<file path="src/rtl/hub75_scan_driver_if.sv">
// hub75_scan_driver_if
//   Bundles the frame-buffer read port and the HUB75 panel connector used by
//   hub75_scan_driver.
//   master : the scan driver (drives orow/ocol and all panel signals, reads o)
//   slave  : the memory/panel side (the mirror image)
//   Signals:
//     orow, ocol  frame-buffer read address
//     o           pixel word returned by the frame buffer
//     rgb         panel data {r,g,b}
//     sclk        panel shift clock
//     lat         panel latch strobe
//     oe_n        panel output enable, active low
//     addr        panel row select
//     frame_done  one-clock end-of-frame pulse
//     brightness  4-bit global brightness (only with HUB75_BRIGHTNESS_EN)
//   Optional feature macro: HUB75_BRIGHTNESS_EN

interface hub75_scan_driver_if #(
  parameter int ROWS    = 8,
  parameter int COLUMNS = 32,
  parameter int WIDTH   = 24
);

  localparam int RW = (ROWS > 1) ? $clog2(ROWS) : 1;
  localparam int CW = (COLUMNS > 1) ? $clog2(COLUMNS) : 1;

  logic [RW-1:0]    orow;
  logic [CW-1:0]    ocol;
  logic [WIDTH-1:0] o;
  logic [2:0]       rgb;
  logic             sclk;
  logic             lat;
  logic             oe_n;
  logic [RW-1:0]    addr;
  logic             frame_done;

`ifdef HUB75_BRIGHTNESS_EN
  logic [3:0]       brightness;

  modport master (
    output orow, ocol, rgb, sclk, lat, oe_n, addr, frame_done,
    input  o, brightness
  );

  modport slave (
    input  orow, ocol, rgb, sclk, lat, oe_n, addr, frame_done,
    output o, brightness
  );
`else
  modport master (
    output orow, ocol, rgb, sclk, lat, oe_n, addr, frame_done,
    input  o
  );

  modport slave (
    input  orow, ocol, rgb, sclk, lat, oe_n, addr, frame_done,
    output o
  );
`endif

endinterface

</file>
<file path="src/rtl/hub75_scan_driver.sv">
// hub75_scan_driver
//   Walks the display frame buffer read port and serialises each pixel into
//   HUB75 shift-register signals. Brightness uses binary-code modulation:
//   every row is shifted DEPTH times, once per bit plane, and plane b is shown
//   for BASE_TIME<<b clocks. frame_done pulses during the final SHOW clock of
//   the last row/plane so the writer upstream can flip buffers.
//   Ports:
//     clk    system clock (same clock as the frame buffer)
//     rst_n  asynchronous active-low reset
//     bus    hub75_scan_driver_if.master (orow, ocol, o, rgb, sclk, lat,
//            oe_n, addr, frame_done, and brightness when enabled)
//   Optional feature macro: HUB75_BRIGHTNESS_EN
//     When defined, a 4-bit brightness value captured once per frame trims
//     the oe_n-low window inside every SHOW period without changing timing.

module hub75_scan_driver #(
  parameter int ROWS      = 8,
  parameter int COLUMNS   = 32,
  parameter int WIDTH     = 24,
  parameter int DEPTH     = 8,
  parameter int BASE_TIME = 1
) (
  input  logic                clk,
  input  logic                rst_n,
  hub75_scan_driver_if.master bus
);

  localparam int RW       = (ROWS > 1) ? $clog2(ROWS) : 1;
  localparam int CW       = (COLUMNS > 1) ? $clog2(COLUMNS) : 1;
  localparam int PW       = (DEPTH > 1) ? $clog2(DEPTH) : 1;
  localparam int MAX_SHOW = BASE_TIME << (DEPTH - 1);
  localparam int TW       = $clog2(MAX_SHOW + 1);

  localparam logic [RW-1:0] ROW_LAST   = RW'(ROWS - 1);
  localparam logic [CW-1:0] COL_LAST   = CW'(COLUMNS - 1);
  localparam logic [PW-1:0] PLANE_LAST = PW'(DEPTH - 1);
  localparam logic [2:0]    PH_SAMPLE  = 3'd2;
  localparam logic [2:0]    PH_LAST    = 3'd4;

  typedef enum logic [1:0] {
    SHIFT,
    LATCH,
    SHOW
  } state_t;

  state_t         state, state_n;
  logic [RW-1:0]  row, row_n;
  logic [CW-1:0]  col, col_n;
  logic [PW-1:0]  plane, plane_n;
  logic [2:0]     phase, phase_n;
  logic [TW-1:0]  show_cnt, show_cnt_n;
  logic [TW-1:0]  show_last;

  logic           sclk_d;
  logic           lat_d;
  logic           oe_n_d;
  logic           frame_done_d;
  logic           load_addr;
  logic           show_on;

  logic [RW-1:0]  orow_r;
  logic [CW-1:0]  ocol_r;
  logic [2:0]     rgb_r;
  logic           sclk_r;
  logic           lat_r;
  logic           oe_n_r;
  logic [RW-1:0]  addr_r;
  logic           frame_done_r;

  logic [DEPTH-1:0] r_ch;
  logic [DEPTH-1:0] g_ch;
  logic [DEPTH-1:0] b_ch;

  assign r_ch = bus.o[WIDTH-1 -: DEPTH];
  assign g_ch = bus.o[DEPTH +: DEPTH];
  assign b_ch = bus.o[0 +: DEPTH];

  // Plane does not change between LATCH and the end of SHOW, so the current
  // plane also describes any SHOW clock selected as the next state.
  assign show_last = TW'((32'(BASE_TIME) << plane) - 32'd1);

`ifdef HUB75_BRIGHTNESS_EN
  logic [3:0]  bright_q;
  logic [31:0] on_time;

  // Captured once at the very first SHIFT clock of the frame so the whole
  // frame is shown at a single brightness.
  always_ff @(posedge clk or negedge rst_n) begin
    if (!rst_n) begin
      bright_q <= 4'hF;
    end else if (state == SHIFT && row == '0 && plane == '0 &&
                 col == '0 && phase == 3'd0) begin
      bright_q <= bus.brightness;
    end
  end

  assign on_time = ((32'(BASE_TIME) << plane) * (32'(bright_q) + 32'd1)) >> 4;
  assign show_on = (state_n == SHOW) && (32'(show_cnt_n) < on_time);
`else
  assign show_on = (state_n == SHOW);
`endif

  always_ff @(posedge clk or negedge rst_n) begin
    if (!rst_n) begin
      state    <= SHIFT;
      row      <= '0;
      col      <= '0;
      plane    <= '0;
      phase    <= 3'd0;
      show_cnt <= '0;
    end else begin
      state    <= state_n;
      row      <= row_n;
      col      <= col_n;
      plane    <= plane_n;
      phase    <= phase_n;
      show_cnt <= show_cnt_n;
    end
  end

  // Panel outputs are decoded from the next state and registered, so every
  // pin changes cleanly on a clock edge and the reset values match the
  // SHIFT/ph0 state the block resets into.
  always_comb begin
    state_n      = state;
    row_n        = row;
    col_n        = col;
    plane_n      = plane;
    phase_n      = phase;
    show_cnt_n   = show_cnt;
    sclk_d       = 1'b0;
    lat_d        = 1'b0;
    oe_n_d       = 1'b1;
    frame_done_d = 1'b0;
    load_addr    = 1'b0;

    unique case (state)
      SHIFT: begin
        if (phase == PH_LAST) begin
          phase_n = 3'd0;
          if (col == COL_LAST) begin
            col_n   = '0;
            state_n = LATCH;
          end else begin
            col_n = col + 1'b1;
          end
        end else begin
          phase_n = phase + 3'd1;
        end
      end
      LATCH: begin
        state_n    = SHOW;
        show_cnt_n = '0;
      end
      SHOW: begin
        if (show_cnt == show_last) begin
          state_n    = SHIFT;
          show_cnt_n = '0;
          phase_n    = 3'd0;
          col_n      = '0;
          if (plane == PLANE_LAST) begin
            plane_n = '0;
            row_n   = (row == ROW_LAST) ? '0 : row + 1'b1;
          end else begin
            plane_n = plane + 1'b1;
          end
        end else begin
          show_cnt_n = show_cnt + 1'b1;
        end
      end
      default: begin
        state_n = SHIFT;
      end
    endcase

    sclk_d       = (state_n == SHIFT) && (phase_n == PH_LAST);
    lat_d        = (state_n == LATCH);
    oe_n_d       = !show_on;
    frame_done_d = (state_n == SHOW) && (show_cnt_n == show_last) &&
                   (row_n == ROW_LAST) && (plane_n == PLANE_LAST);
    load_addr    = (state_n == SHIFT) && (phase_n == 3'd0);
  end

  // The frame buffer only refreshes o every other clock, so the address is
  // held for ph0..ph2 and o is sampled at the end of ph2; rgb then stays
  // stable through ph3 before sclk rises in ph4.
  always_ff @(posedge clk or negedge rst_n) begin
    if (!rst_n) begin
      orow_r       <= '0;
      ocol_r       <= '0;
      rgb_r        <= 3'b000;
      sclk_r       <= 1'b0;
      lat_r        <= 1'b0;
      oe_n_r       <= 1'b1;
      addr_r       <= '0;
      frame_done_r <= 1'b0;
    end else begin
      sclk_r       <= sclk_d;
      lat_r        <= lat_d;
      oe_n_r       <= oe_n_d;
      frame_done_r <= frame_done_d;
      if (load_addr) begin
        orow_r <= row_n;
        ocol_r <= col_n;
      end
      if (state_n == LATCH) begin
        addr_r <= row;
      end
      if (state == SHIFT && phase == PH_SAMPLE) begin
        rgb_r <= {r_ch[plane], g_ch[plane], b_ch[plane]};
      end
    end
  end

  assign bus.orow       = orow_r;
  assign bus.ocol       = ocol_r;
  assign bus.rgb        = rgb_r;
  assign bus.sclk       = sclk_r;
  assign bus.lat        = lat_r;
  assign bus.oe_n       = oe_n_r;
  assign bus.addr       = addr_r;
  assign bus.frame_done = frame_done_r;

endmodule

</file>
<file path="src/flat_wrapper.sv">
// flat-port wrapper written by rule: the top's interface ports become plain ports
module hub75_scan_driver_flat 
#(
  parameter int ROWS      = 8,
  parameter int COLUMNS   = 32,
  parameter int WIDTH     = 24,
  parameter int DEPTH     = 8,
  parameter int BASE_TIME = 1
)
  (clk, rst_n, bus_orow, bus_ocol, bus_rgb, bus_sclk, bus_lat, bus_oe_n, bus_addr, bus_frame_done, bus_o);
  hub75_scan_driver_if #(.ROWS(ROWS), .COLUMNS(COLUMNS), .WIDTH(WIDTH)) bus_i ();
  input  logic clk;
  input  logic rst_n;
  output wire logic [$bits(bus_i.orow)-1:0] bus_orow;
  output wire logic [$bits(bus_i.ocol)-1:0] bus_ocol;
  output wire logic [$bits(bus_i.rgb)-1:0] bus_rgb;
  output wire logic [$bits(bus_i.sclk)-1:0] bus_sclk;
  output wire logic [$bits(bus_i.lat)-1:0] bus_lat;
  output wire logic [$bits(bus_i.oe_n)-1:0] bus_oe_n;
  output wire logic [$bits(bus_i.addr)-1:0] bus_addr;
  output wire logic [$bits(bus_i.frame_done)-1:0] bus_frame_done;
  input wire logic [$bits(bus_i.o)-1:0] bus_o;
  assign bus_orow = bus_i.orow;
  assign bus_ocol = bus_i.ocol;
  assign bus_rgb = bus_i.rgb;
  assign bus_sclk = bus_i.sclk;
  assign bus_lat = bus_i.lat;
  assign bus_oe_n = bus_i.oe_n;
  assign bus_addr = bus_i.addr;
  assign bus_frame_done = bus_i.frame_done;
  assign bus_i.o = bus_o;
  hub75_scan_driver #(.ROWS(ROWS), .COLUMNS(COLUMNS), .WIDTH(WIDTH), .DEPTH(DEPTH), .BASE_TIME(BASE_TIME)) u_core (.clk(clk), .rst_n(rst_n), .bus(bus_i));
endmodule
</file>
<file path="config.mk">
export PLATFORM = sky130hd
export DESIGN_NAME = hub75_scan_driver_flat
export DESIGN_NICKNAME = d
export VERILOG_FILES = /design/src/rtl/hub75_scan_driver_if.sv /design/src/rtl/hub75_scan_driver.sv /design/src/flat_wrapper.sv
export SDC_FILE = /design/constraint.sdc
export NUM_CORES = 1
export LEC_CHECK = 0
export CAP_MARGIN = 5
export CORE_ASPECT_RATIO = 2
export CORE_MARGIN = 4
export CORE_UTILIZATION = 50
export CTS_CLUSTER_DIAMETER = 150
export DETAILED_ROUTE_END_ITERATION = 7
export PLACE_DENSITY = 0.85
export REMOVE_ABC_BUFFERS = 1
export SLEW_MARGIN = 10
export SYNTH_ARGS = -nofsm -noshare
export SYNTH_HDL_FRONTEND = slang
export SYNTH_SLANG_ARGS = --single-unit
</file>
<file path="constraint.sdc">
create_clock -name clk -period 3.7 [get_ports clk]
set_clock_uncertainty 0.2 [all_clocks]
set_input_delay 0.555 -clock clk [delete_from_list [all_inputs] [get_ports clk]]
set_output_delay 0.555 -clock clk [all_outputs]
set_load 0.05 [all_outputs]
</file>
==> insert_results.sql, run 1 <==
INSERT INTO impl_metrics (metric_group, metric, value, unit) VALUES
('logic_synthesis', 'synthArstFlopShare', '1.00', ''),
('floorplanning', 'rows', '39', ''),
('cts', 'htree_levels', '2', ''),
('power_and_ir_drop', 'internal-power', '807', 'µW'),
('worst_hold_path', 'min_path_type', 'in2async', ''),
('floorplanning', 'die_area', '0.00742', 'mm²'),
('outcome', 'status', 'finished, final reports clean', ''),
('logic_synthesis', 'yosys_warnings', '0', ''),
('floorplanning', 'chipWidth', '62.9', 'µm'),
('final_layout', 'multi_input_comb_area', '0.00185', 'mm²'),
('routing', 'wirelength', '8.04', 'mm'),
('timing', 'setup_viol', '0', ''),
('final_layout', 'final_net_count', '389', ''),
('power_and_ir_drop', 'power-per-cell-area', '274', 'mW/mm²'),
('power_and_ir_drop', 'pwr-share-comb', '0.051', ''),
('floorplanning', 'ios', '44', ''),
('final_layout', 'layout_common_cells', 'sky130_fd_sc_hd__clkdlybuf4s50_1, sky130_fd_sc_hd__nand2_1, sky130_fd_sc_hd__dfrtp_1', ''),
('timing', 'timing.max_slew.rel_slack', '0.373', ''),
('worst_setup_path', 'timing.critical_path.from_type', 'flop', ''),
('power_and_ir_drop', 'seqPwrFrac', '0.456', ''),
('timing', 'post-route-period-util', '0.937', ''),
('worst_setup_path', 'timing.setup.critical_path_class', 'reg2reg', ''),
('worst_setup_path', 'critPathMaxStageDelay', '460', 'ps'),
('logic_synthesis', 'synthFlopType', 'sky130_fd_sc_hd__dfrtp_1', ''),
('logic_synthesis', 'number_of_enable_type_register_cells_in_the_synthesized_netlist', '0', ''),
('routing', 'drtIter0Drc', '87', ''),
('global_routing', 'via_count_of_the_first_global_routing_pass', '2720', ''),
('cts', 'tritoncts', 'yes', ''),
('cts', 'path_clk_slew', '60', 'ps'),
('final_layout', 'finalNonFillerCells', '407', ''),
('cts', 'cts-buffers-inserted', '5', ''),
('cts', 'cts-root-buf', 'sky130_fd_sc_hd__clkbuf_16', ''),
('worst_setup_path', 'path_common_cell', 'sky130_fd_sc_hd__ha_1', ''),
('floorplanning', 'chipHeight', '118', 'µm'),
('timing', 'fmaxAchievable', '0.288', 'GHz'),
('worst_setup_path', 'timing.critical_path.to_type', 'flop', ''),
('cts', 'buffers_from_clock_root_to_sink_at_most', '2', ''),
('global_routing', 'number_of_antenna_violations_at_the_first_check_in_global_routing', '0', ''),
('placement', 'portBuffers', '43', ''),
('power_and_ir_drop', 'p_sw', '206', 'µW'),
('global_routing', 'global_route_overflow', '0', ''),
('routing', 'avgRoutedWirePerCell', '19.7', 'µm'),
('worst_setup_path', 'worst_path_dominant_cell_family', 'compound AO/OA/AOI/OAI gates', ''),
('cts', 'clock-sinks', '42', ''),
('final_layout', 'n_fill_cell', '416', ''),
('placement', 'placed_area', '0.00349', 'mm²'),
('routing', 'via_per_inst', '6.38', ''),
('routing', 'number_of_remaining_drc_errors', '0', ''),
('logic_synthesis', 'total_of_flip_flops_plus_latches_after_synthesis', '42', ''),
('final_layout', 'layout.cells.most_common', 'sky130_fd_sc_hd__clkdlybuf4s50_1', ''),
('floorplanning', 'floorplan.initialDensity', '0.520', ''),
('logic_synthesis', 'post_synth.cell_area_avg', '10.0', 'µm²'),
('final_layout', 'ff_latch_area', '0.00105', 'mm²'),
('floorplanning', 'core_area', '0.00581', 'mm²'),
('power_and_ir_drop', 'worst_ir_drop_vdd', '0.000399', 'V'),
('routing', 'ant_nets', '0', ''),
('placement', 'gp_congestion', '0.938', ''),
('final_layout', 'finish.instance_area', '0.00369', 'mm²'),
('worst_setup_path', 'crit_path_cell_trace', 'ha_1 -> ha_1 -> nor4_4 -> xnor2_2 -> o2111ai_4 -> o21ai_2 -> buf_4 -> o2bb2ai_1 -> o32ai_1 -> o311ai_0 -> a2111oi_1', ''),
('power_and_ir_drop', 'netSwitchingFraction', '0.203', ''),
('worst_setup_path', 'crit_buf_inv', '1', ''),
('global_routing', 'grt_max_degree', '43', ''),
('worst_setup_path', 'critical_path_peak_fanout', '10', ''),
('cts', 'cts_hold_repair.buffers', '0', ''),
('logic_synthesis', 'synth.cell_area', '0.00302', 'mm²'),
('power_and_ir_drop', 'clock_power_share', '0.493', ''),
('timing', 'max_slew.worst_pin.slew', '940', 'ps'),
('final_layout', 'antenna-diode-count', '0', ''),
('routing', 'drt_first_pass_iters', '4', ''),
('global_routing', 'first_pass_grt_wire_length', '13.0', 'mm'),
('power_and_ir_drop', 'p_leak', '1.62', 'nW');
kinds of logic after synthesis:
| logic type | after synthesis | synth area share |
|---|---|---|
| adder cells (fa/ha/maj) | 18 | 0.0746 |
| multiplexers | 28 | 0.134 |
| XOR/XNOR | 9 | 0.0286 |
| buffers and inverters | 30 | 0.0477 |
| flip-flops | 42 | 0.349 |
| AND/OR/NAND/NOR | 114 | 0.208 |
| AO/OA/AOI/OAI | 60 | 0.159 |
registers in the layout, indices dropped and copies added, names as in the netlist:
register / cells
u_core.bus.lat: 1
u_core.bus.oe_n: 1
u_core.bus.addr: 3
u_core.row: 3
u_core.bus.orow: 3
u_core.bus.frame_done: 1
u_core.show_cnt: 8
u_core.phase: 3
u_core.bus.sclk: 1
u_core.bus.ocol: 5
u_core.col: 5
u_core.bus.rgb: 3
u_core.plane: 3
u_core.state: 2
timing repair:
action,in CTS,in global routing
endpoints found under the setup margin,0,9
resized for setup,0,6
setup buffers,0,1
worst register-to-register path, cell delays in order, from the launching register on:
cell                        delay [ps]
sky130_fd_sc_hd__dfrtp_2           460
sky130_fd_sc_hd__ha_1              250
sky130_fd_sc_hd__ha_1              300
sky130_fd_sc_hd__nor4_4            290
sky130_fd_sc_hd__xnor2_2           200
sky130_fd_sc_hd__o2111ai_4         210
sky130_fd_sc_hd__o21ai_2           200
sky130_fd_sc_hd__buf_4             200
sky130_fd_sc_hd__o2bb2ai_1         160
sky130_fd_sc_hd__o32ai_1           340
sky130_fd_sc_hd__o311ai_0          240
sky130_fd_sc_hd__a2111oi_1         300
cells in the mapped netlist (2+ instances only):
cell / n / share of area
sky130_fd_sc_hd__nand3_1: 6 / 0.0099
sky130_fd_sc_hd__o211ai_1: 2 / 0.0050
sky130_fd_sc_hd__mux4_2: 6 / 0.045
sky130_fd_sc_hd__o2bb2ai_1: 3 / 0.0087
sky130_fd_sc_hd__nand3b_1: 4 / 0.0099
sky130_fd_sc_hd__xnor2_1: 4 / 0.012
sky130_fd_sc_hd__mux2_2: 5 / 0.019
sky130_fd_sc_hd__o311ai_0: 2 / 0.0058
sky130_fd_sc_hd__o31ai_1: 3 / 0.0075
sky130_fd_sc_hd__inv_1: 13 / 0.016
sky130_fd_sc_hd__mux2_1: 3 / 0.011
sky130_fd_sc_hd__nor2b_1: 3 / 0.0062
sky130_fd_sc_hd__o21ai_0: 13 / 0.022
sky130_fd_sc_hd__and3_1: 3 / 0.0062
sky130_fd_sc_hd__or3_1: 5 / 0.010
sky130_fd_sc_hd__nand2b_1: 8 / 0.017
sky130_fd_sc_hd__o41ai_1: 2 / 0.0058
sky130_fd_sc_hd__nor4_2: 2 / 0.0083
sky130_fd_sc_hd__a22o_1: 3 / 0.0087
sky130_fd_sc_hd__xor2_1: 4 / 0.012
sky130_fd_sc_hd__nor3_4: 3 / 0.016
sky130_fd_sc_hd__o21ai_1: 2 / 0.0033
sky130_fd_sc_hd__mux2_4: 8 / 0.040
sky130_fd_sc_hd__nand4_1: 2 / 0.0041
sky130_fd_sc_hd__or2_2: 2 / 0.0041
sky130_fd_sc_hd__buf_6: 3 / 0.011
sky130_fd_sc_hd__nor3_1: 10 / 0.017
sky130_fd_sc_hd__a21oi_1: 8 / 0.013
sky130_fd_sc_hd__mux2i_1: 6 / 0.020
sky130_fd_sc_hd__buf_2: 4 / 0.0066
sky130_fd_sc_hd__clkbuf_1: 7 / 0.0087
sky130_fd_sc_hd__nor4_1: 2 / 0.0041
sky130_fd_sc_hd__ha_1: 18 / 0.075
sky130_fd_sc_hd__nand2_1: 41 / 0.051
sky130_fd_sc_hd__a31oi_1: 3 / 0.0062
sky130_fd_sc_hd__nor2_1: 14 / 0.017
sky130_fd_sc_hd__dfrtp_1: 41 / 0.34
layout make-up:
type | instances | area share
sequential | 42 | 0.285
timing repair buffer | 52 | 0.133
clock inverter | 3 | 0.0108
inverter | 15 | 0.0152
multi-input combinational | 229 | 0.501
tap | 61 | 0.0207
clock buffer | 5 | 0.0339
layer usage:
layer | part of all wire | wire length [µm] | up-vias | track usage
li1 | - | - | 1183 | -
met1 | 0.32 | 2610 | 1286 | 0.206
met2 | 0.58 | 4660 | 95 | 0.428
met3 | 0.037 | 296 | 32 | 0.0430
met4 | 0.058 | 469 | 0 | 0.149
met5 | 0 | 0 | - | 0
power by group through the flow:
stage,Sequential [mW],Clock (mW),Combinational (mW)
after detailed placement,0.470,0,0.0519
after global routing,0.462,0.528,0.0557
final,0.462,0.499,0.0521
after global placement,0.470,0,0.0507
after floorplan,0.476,0,0.00684
after CTS,0.462,0.502,0.0528
per-stage QoR:
step | TNS, ps | hold slack (ps) | setup WS [ps] | util
3_3_place_gp | 0 | 267 | 323 | 0.602
2_1_floorplan | -1780 | 59.4 | -223 | -
3_5_place_dp | 0 | 277 | 154 | 0.602
4_1_cts | 0 | 229 | 38.5 | 0.630
6_report | 0 | 201 | 233 | 0.636
5_1_grt | 0 | 271 | 57.3 | 0.636
worst paths after layout:
path | startpoint | slack (ps) | depth (start not counted) | end
max | u_core.plane[0] | 230 | 11 | u_core.bus.frame_done
min | rst_n | 200 | 1 | u_core.bus.lat
max reg2reg | u_core.plane[0] | 230 | 11 | u_core.bus.frame_done
min reg2reg | u_core.bus.addr[0] | 280 | 1 | u_core.bus.addr[0]
max in group asynchronous | rst_n | 2440 | 1 | u_core.plane[0]
min in group clk | u_core.bus.addr[0] | 280 | 1 | u_core.bus.addr[0]
(Power assumes the default switching activity.)
==> inputs of run 2 (changes only) <==
PLACE_DENSITY = 0.77   (was 0.85)
==> run 2 against run 1 <==
Effect of this change: wire length is 10% lower; clock power shrank 2%; critical endpoint unchanged; sequential share of layout area up 0.17 points; clock-buffer cell count is 1 higher; utilization down 0.45 points; via count is 6.2% lower; largest power group unchanged; fmax fell by 0.81%; power decreased by 0.89%; worst setup slack got worse by 28 ps.
==> insert_results.sql, run 2 (synthesized netlist as in run 1, its figures left out) <==
INSERT INTO impl_metrics (metric_group, metric, value, unit) VALUES
('power_and_ir_drop', 'p_leak', '1.61', 'nW'),
('floorplanning', 'chipHeight', '118', 'µm'),
('final_layout', 'layout.cells.most_common', 'sky130_fd_sc_hd__clkdlybuf4s50_1', ''),
('final_layout', 'fraction_of_layout_instances_using_a_drive_strength_above_1', '0.157', ''),
('global_routing', 'first_pass_grt_wire_length', '12.1', 'mm'),
('final_layout', 'n_fill_cell', '471', ''),
('power_and_ir_drop', 'power-per-cell-area', '274', 'mW/mm²'),
('cts', 'clock-sinks', '42', ''),
('cts', 'htree_levels', '2', ''),
('final_layout', 'syn_to_final_growth', '21.5', '%'),
('job', 'maxCapViolations', '0', ''),
('final_layout', 'multi_input_comb_area', '0.00183', 'mm²'),
('cts', 'cts-root-buf', 'sky130_fd_sc_hd__clkbuf_16', ''),
('worst_setup_path', 'critical_path_peak_fanout', '10', ''),
('routing', 'number_of_remaining_drc_errors', '0', ''),
('cts', 'post-cts-setup-buffers', '0', ''),
('worst_setup_path', 'timing.critical_path.to_type', 'flop', ''),
('cts', 'tritoncts', 'yes', ''),
('floorplanning', 'core_area', '0.00581', 'mm²'),
('floorplanning', 'chipWidth', '62.9', 'µm'),
('timing', 'fmaxAchievable', '0.286', 'GHz'),
('cts', 'buffers_from_clock_root_to_sink_at_most', '2', ''),
('power_and_ir_drop', 'p_total', '1.00', 'mW'),
('routing', 'drt_first_pass_iters', '5', ''),
('cts', 'cts-buffers-inserted', '5', ''),
('final_layout', 'max_flop_register', 'u_core.show_cnt', ''),
('worst_setup_path', 'cp_data_required_time', '3660', 'ps'),
('final_layout', 'largest_register_ff_count', '8', ''),
('floorplanning', 'die_area', '0.00742', 'mm²'),
('global_routing', 'global_route.usage.total', '0.208', ''),
('timing', 'timing.max_slew.rel_slack', '0.363', ''),
('placement', 'portBuffers', '43', ''),
('worst_setup_path', 'timing.setup.critical_path_class', 'reg2reg', ''),
('placement', 'detailedPlacementHpwl', '5.65', 'mm'),
('timing', 'rsz0062_at_grt', 'no', ''),
('global_routing', 'global_route_overflow', '0', ''),
('routing', 'drtIter0Drc', '104', ''),
('power_and_ir_drop', 'worst_ir_drop_vdd', '0.000399', 'V'),
('global_routing', 'number_of_antenna_violations_at_the_first_check_in_global_routing', '0', ''),
('routing', 'via_per_inst', '6.00', ''),
('final_layout', 'ff_latch_area', '0.00105', 'mm²'),
('final_layout', 'antenna-diode-count', '0', ''),
('routing', 'avgRoutedWirePerCell', '17.8', 'µm'),
('cts', 'path_clk_slew', '60', 'ps'),
('worst_setup_path', 'worst_ep_arrival_time', '3450', 'ps'),
('worst_setup_path', 'timing.critical_path.from_type', 'flop', ''),
('routing', 'wirelength', '7.22', 'mm'),
('global_routing', 'via_count_of_the_first_global_routing_pass', '2562', ''),
('cts', 'worst_skew_pair.late_latency', '290', 'ps'),
('final_layout', 'final_net_count', '388', ''),
('final_layout', 'finish.instance_area', '0.00367', 'mm²'),
('global_routing', 'grt_max_degree', '43', ''),
('final_layout', 'final_core_utilization', '0.632', ''),
('routing', 'via_count', '2434', ''),
('routing', 'ant_nets', '0', ''),
('outcome', 'status', 'finished, final reports clean', ''),
('placement', 'placed_area', '0.00349', 'mm²'),
('placement', 'gp_congestion', '0.881', ''),
('floorplanning', 'ios', '44', ''),
('timing', 'report.final.slew_viol_count', '0', ''),
('floorplanning', 'rows', '39', ''),
('timing', 'post-route-period-util', '0.945', ''),
('timing', 'setup_viol', '0', ''),
('floorplanning', 'floorplan.initialDensity', '0.520', ''),
('timing', 'hold_viol_final', '0', ''),
('worst_hold_path', 'min_path_type', 'in2async', ''),
('timing', 'max_slew.worst_pin.slew', '955', 'ps'),
('timing', 'post-route-min-period', '3500', 'ps'),
('final_layout', 'layout_common_cells', 'sky130_fd_sc_hd__clkdlybuf4s50_1, sky130_fd_sc_hd__nand2_1, sky130_fd_sc_hd__dfrtp_1', '');
## run 2: changes by cell type in the layout (fill, tap and decap cells not counted), sizes merged
cell	delta
clkinvlp	+1
clkbuf	+1
buf	-1
clkinv	-2
## run 2: power by group
group	internal [mW]	total, mW	switching [mW]
sequential	0.461	0.462	0.00100
clock	0.318	0.491	0.173
combinational	0.0303	0.0509	0.0206
total	0.810	1.00	0.195
## run 2: through the flow
stage	cells	hold WS [ps]	worst slack, ps	TNS (ps)
global placement	398	265	275	0
CTS	406	257	185	0
floorplan	286	59.4	-223	-1780
global route	406	295	24.1	0
detailed placement	398	278	213	0
finish	406	217	204	0
## run 2: cell type report
cell class	instances	area share
multi-input combinational	229	0.499
sequential	42	0.287
timing repair buffer	51	0.132
clock buffer	6	0.0351
tap	61	0.0208
inverter	15	0.0153
clock inverter	2	0.0102
## run 2: routing by layer
layer | wire, µm | vias to the layer above | GRT usage
met5 | 0 | - | 0
met1 | 2520 | 1176 | 0.201
met4 | 367 | 0 | 0.137
met2 | 4140 | 49 | 0.386
met3 | 200 | 25 | 0.0392
li1 | - | 1184 | -
## run 2: worst paths after layout
kind | startpoint | to | slack (ps) | cells past startpoint
worst max-delay path | u_core.plane[0] | u_core.bus.frame_done | 200 | 11
worst min-delay path | rst_n | u_core.bus.addr[0] | 220 | 1
worst max register to register | u_core.plane[0] | u_core.bus.frame_done | 200 | 11
worst min register to register | u_core.bus.addr[2] | u_core.bus.addr[2] | 290 | 1
max in group asynchronous | rst_n | u_core.bus.orow[0] | 2480 | 1
min in group clk | u_core.bus.addr[2] | u_core.bus.addr[2] | 290 | 1
## run 2: worst max-delay path, stage by stage (launching register included)
cell	delay, ps
sky130_fd_sc_hd__dfrtp_1	440
sky130_fd_sc_hd__ha_1	250
sky130_fd_sc_hd__ha_1	290
sky130_fd_sc_hd__nor4_4	290
sky130_fd_sc_hd__xnor2_1	220
sky130_fd_sc_hd__o2111ai_4	210
sky130_fd_sc_hd__o21ai_1	240
sky130_fd_sc_hd__buf_4	220
sky130_fd_sc_hd__o2bb2ai_1	170
sky130_fd_sc_hd__o32ai_1	330
sky130_fd_sc_hd__o311ai_0	200
sky130_fd_sc_hd__a2111oi_1	310
## run 2: what timing repair did
action,in CTS,in global routing
hold buffers,0,0
endpoints found under the setup margin,0,1
gates resized for setup,0,1
==> inputs of run 3 (changes only) <==
CTS_CLUSTER_DIAMETER = 200   (was 150)
==> results of run 3 <==
Same layout as run 2: the final DEF is identical, and so are final timing and power.
